<file path="src/rtl/instr_memory.sv">
// instr_memory: registered read-only instruction ROM for the fetch stage (word = mem[pc >> 2]).
// The image is the built-in cyclic pattern computed at elaboration for any SIZE.
`timescale 1ns/1ps
`ifndef WORD
`define WORD 64
`endif
`ifndef INSTR_LEN
`define INSTR_LEN 32
`endif

module instr_memory #(
  parameter int SIZE = 64
`ifdef INSTR_MEM_INIT_FILE_EN
  , parameter string INIT_FILE = "instr.mem"
`endif
) (
  input  logic                  clk,
  input  logic                  rst_n,
  input  logic [`WORD-1:0]      pc,
  output logic [`INSTR_LEN-1:0] instruction
);

  localparam int          DEPTH   = SIZE / 4;
  localparam int          IDX_W   = (DEPTH > 1) ? $clog2(DEPTH) : 1;
  localparam logic [31:0] DEPTH32 = DEPTH;

  logic [`INSTR_LEN-1:0] mem [DEPTH];
  logic [`WORD-3:0]      word_addr;
  logic [`WORD-3:0]      depth_addr;
  logic                  in_range;
  logic                  unused_byte_offset;

  // The full word address is range-checked so nonzero upper PC bits never alias into the array.
  assign word_addr          = pc[`WORD-1:2];
  assign depth_addr         = {{(`WORD-34){1'b0}}, DEPTH32};
  assign in_range           = (word_addr < depth_addr);
  assign unused_byte_offset = ^pc[1:0];

  // Word k is 8 hex digits of the cyclic string "ABCDEF123456789" starting at digit k mod 15.
  function automatic logic [`INSTR_LEN-1:0] pattern_word(input int k);
    logic [`INSTR_LEN-1:0] w;
    int                    p;
    w = '0;
    for (int i = 0; i < `INSTR_LEN / 4; i++) begin
      p = (k + i) % 15;
      w = {w[`INSTR_LEN-5:0], (p < 6) ? 4'(p + 10) : 4'(p - 5)};
    end
    return w;
  endfunction

  for (genvar k = 0; k < DEPTH; k++) begin : g_image
    assign mem[k] = pattern_word(k);
  end

  // NOTE: the ROM array is never reset; only the output register clears, so contents survive rst_n.
  always_ff @(posedge clk or negedge rst_n) begin
    if (!rst_n) begin
      instruction <= '0;
    end else if (in_range) begin
      // NOTE: non-blocking assignment keeps the read registered with exactly one edge of latency.
      instruction <= mem[word_addr[IDX_W-1:0]];
    end else begin
      instruction <= '0;
    end
  end

endmodule

</file>
<file path="config.mk">
export PLATFORM = sky130hd
export DESIGN_NAME = instr_memory
export DESIGN_NICKNAME = d
export VERILOG_FILES = /design/src/rtl/instr_memory.sv
export SDC_FILE = /design/constraint.sdc
export NUM_CORES = 1
export LEC_CHECK = 0
export ABC_AREA = 1
export BUFFER_PORTS_ARGS = -buffer_cell sky130_fd_sc_hd__buf_4
export CAP_MARGIN = 10
export CORE_MARGIN = 2
export CORE_UTILIZATION = 30
export DETAILED_ROUTE_END_ITERATION = 10
export PLACE_DENSITY = 0.58
export REMOVE_ABC_BUFFERS = 1
export SLEW_MARGIN = 20
export SYNTH_ARGS = -nofsm -noshare
export SYNTH_HDL_FRONTEND = slang
export SYNTH_SLANG_ARGS = --single-unit
</file>
<file path="constraint.sdc">
create_clock -name clk -period 1 [get_ports clk]
set_input_delay 0.1 -clock clk [delete_from_list [all_inputs] [get_ports clk]]
set_output_delay 0.1 -clock clk [all_outputs]
set_load 0.02 [all_outputs]
</file>
# == After elaboration in Yosys (flattened, before gate mapping) ==
# Memories as Yosys holds them, arrays and structs flattened.
# Index checks and enable logic that the tools add are counted.
# totals
wordCells,8
rom_bits,512
in_bits,66
reg_bits,32
mem_count,1
out_inout_bits,32
# memory_table
memory,words,width,read_ports,rd_ports_with_merged_regs,write_ports,line,text
(name not given),16,32,1,0,0,61,instruction <= mem[word_addr[IDX_W-1:0]];
# op_classes
muxes,3
bitwise_logic,1
n_lt_le_gt_ge,2
# ops
operator,count
$mux 32,3
$lt 62x5->1 const B,1
$ge 5x5->1 const B,1
$not 4->5,1

# == Depth between registers and ports, before layout ==
# depth
word_depth,5
mapped_depth,8
mapped_depth_nobuf,8

# == Least setup slack after synthesis ==
# No wires, ideal clock.
# synth_path
kind,input to register
start,in pc[4]
end,reg instruction[17]
setup_time_ns,0.122
t_arrival_ns,1.090
t_required_ns,0.878
cell_stages,5
path_buffers,0
setup_slack_ns,-0.213
path_cell_list,clkinv_1 ha_1 or2_2 a22oi_1 nor2_1
# synth_via
elab_chain_cells,5
# synth_rtl
element,line,text
start: declaration,19,"input logic [`WORD-1:0] pc,"
branches (longest 4 deep; another with $lt 62x5->1),n/a,
$mux 32 (*),59,end else if (in_range) begin
end signal: assignment,61,
end: declaration,20,output logic [`INSTR_LEN-1:0] instruction
# Mark *: on every way between the ends. The select of a mux whose other input is x is not followed.

# == Final worst setup path ==
# layout_path
start,reg instruction[25]
end,out instruction[25]
# No word-level cell between the ends.

==> out/metrics.yaml <==
timing.slew.headroom: 0.7359
synth_xor_area_frac: 0.009777
synth_top_family_by_area: "simple AND/OR/NAND/NOR gates"
cpLargestDelayFamily: "flip-flops"
htree_levels: 2
remaining_drc_errors: 0
fmax_mhz: 1088
routed_wl_mm: 4.577
cts-root-buf: "clkbuf_8"
ys_warn_count: 0
grt_usage: 0.1541
status: "finished clean"
met2_length_mm: 2.285
m1WireLength_mm: 1.926
cts_buffers: 5
grt_max_degree: 33
syn_avg_cell_area_um2: 7.963
rsz0062_at_grt: "false"
worst_pin_slew_ps: 396.1
diodes: 0
multiInputGateArea_um2: 910.9
ys_seq_area_frac: 0.4469
cts_sinks: 32
ios: 98
yosys.area_share.adder: 0.1327
cp.arrival_ps: 820
hold_viol: 0
clk_pin_slew_worst_paths_ps: 70
ys_seq_elements: 32
synth_cell_type_count: 20
p_per_area_nw_per_um2: 1008
slew_viol_final: 0
reg_top3: "instruction x32"
synth_area_leaders: "dfrtp_1 (45%), nor2_1 (15%), ha_1 (13%)"
ant_nets: 0
synth_compound_area_frac: 0.09567
grt_remaining_overflow: 0
largest_reg_flops: 32
start_kind: "register"
vias_per_cell: 4.294
grt_pass1_vias: 1873
die_area_um2: 6606
drtIter0Drc: 58
antenna_found_initial: 0
path_max_fanout: 1
first_pass_iters: 5
peakVddDrop_uv: 603.2
crit_path_max_incr_delay_ps: 380
hold_start: "pc[5]"
dp.final_hpwl_mm: 3.651
fillers: 588
layout-drive-gt1-share: 0.3977
path_buf_inv: 1
num_vias: 1812
grt_pass1_wl_mm: 7.962
min-delay-path-class: "in -> reg"
fin_crit_ps: 918.7
route.met3.wl_um: 326
crit_start: "instruction[25]$_DFF_PN0_"
synth.top_cell.area_share: 0.4469
critical_path.slowest_cell: "dfrtp_1"
port_buffers: 95
cts_tree: "built"
final_cell_area_um2: 2882
cts_buffer_depth: 2
initial_utilization: 0.3062
cp_cell_sequence: "buf_4"
min_period_over_period: 0.9187
synth-simple-area-share: 0.2654
die_w_um: 81.28
dpl_cell_area_um2: 2773
syn_to_final_growth_pct: 60.82
routedWlPerCell_um: 10.85
syn_inst: 225
synth.area.mux_share: 0
synth_area_um2: 1792
die_h_um: 81.28
setup_viol: 0
fin_total_pwr_uw: 2906
row_count: 28
worstSetupPathType: "reg -> out"
synth_area_leader_cell: "dfrtp_1"
largest-register: "instruction"
fin_nets: 431
p_leak_uw: 0.001573
coreArea_um2: 5851
drv_cap: 0
dr.max_layer_used: "met4"
worstPathRequired_ps: 900
regArea_um2: 800.8
gp_congestion: 0.7968
endpoint_kind: "output pin"
## logic make-up (layout without fill, tap and decap cells)
logic type | after synthesis | count (layout)
AO/OA/AOI/OAI | 32 | 32
XOR/XNOR | 2 | 2
adder cells (fa/ha/maj) | 19 | 19
buffers and inverters | 17 | 139
flip-flops | 32 | 32
AND/OR/NAND/NOR | 123 | 123
## per-stage QoR
stage                     setup TNS (ps)  hold WS [ps]  worst slack (ps)  utilization  cells
after floorplan                   -768.9        -195.6            -228.4            -    218
after global placement             -3769         59.83            -216.4       0.4739    413
after detailed placement           -4228         62.37            -241.6       0.4739    413
after CTS                              0         191.8             59.52       0.4910    422
after global routing                   0         216.0             14.98       0.4925    422
final                                  0         181.7             81.30       0.4925    422
## final timing paths
check                      slack (ps)  cells after the start                         to
max                                80                      1            instruction[25]
min                               180                      4  instruction[19]$_DFF_PN0_
max in group asynchronous         420                      2   instruction[1]$_DFF_PN0_
min in group asynchronous         290                      2  instruction[31]$_DFF_PN0_
## what timing repair did
action | CTS | global route
endpoints found under the hold margin | 32 | 0
hold buffers | 1 | 0
buffers inserted | 0 | 0
endpoints found under the setup margin | 0 | 5
gates resized for setup | 0 | 7
## Yosys cell counts, drive strengths merged
cell    instances
clkinv          1
nor2           73
nand3           1
a21oi           2
buf             5
xnor2           2
dfrtp          32
nand2          48
a22oi           2
ha             19
o22ai           1
inv             9
o21ai          25
clkbuf          2
or2             1
o21a            1
o211ai          1
## routing by layer
metal  GRT usage  vias to the layer above
li1            -                      944
met1      0.1784                      792
met2      0.2787                       71
met3     0.04222                        5
met4     0.03898                        0
met5           0                        -
## layout make-up
class                      instances  share of cell area
timing repair buffer             121              0.3291
tap                               75             0.03257
clock buffer                       8             0.03126
multi-input combinational        176              0.3161
sequential                        32              0.2779
inverter                          10             0.01303
## cells in the final DEF, fill, tap and decap left out, types with 2 or more instances in the layout
cell and instances:
buf_4 117, nor2_1 70, nand2_1 47, dfrtp_1 32, o21ai_0 25, ha_1 17
clkbuf_8 6, inv_1 5, inv_2 4, nor2_2 3, buf_12 3, xnor2_1 2
a22oi_1 2, ha_2 2, clkbuf_1 2
## power breakdown
| part | switching (uW) | internal [uW] | total (uW) | leakage, uW |
|---|---|---|---|---|
| sequential | 0 | 1290 | 1290 | 0.000447 |
| combinational | 262 | 332 | 594 | 0.00108 |
| clock | 456 | 561 | 1020 | 0.0000455 |
No activity file was read; power rests on OpenSTA's default activity.
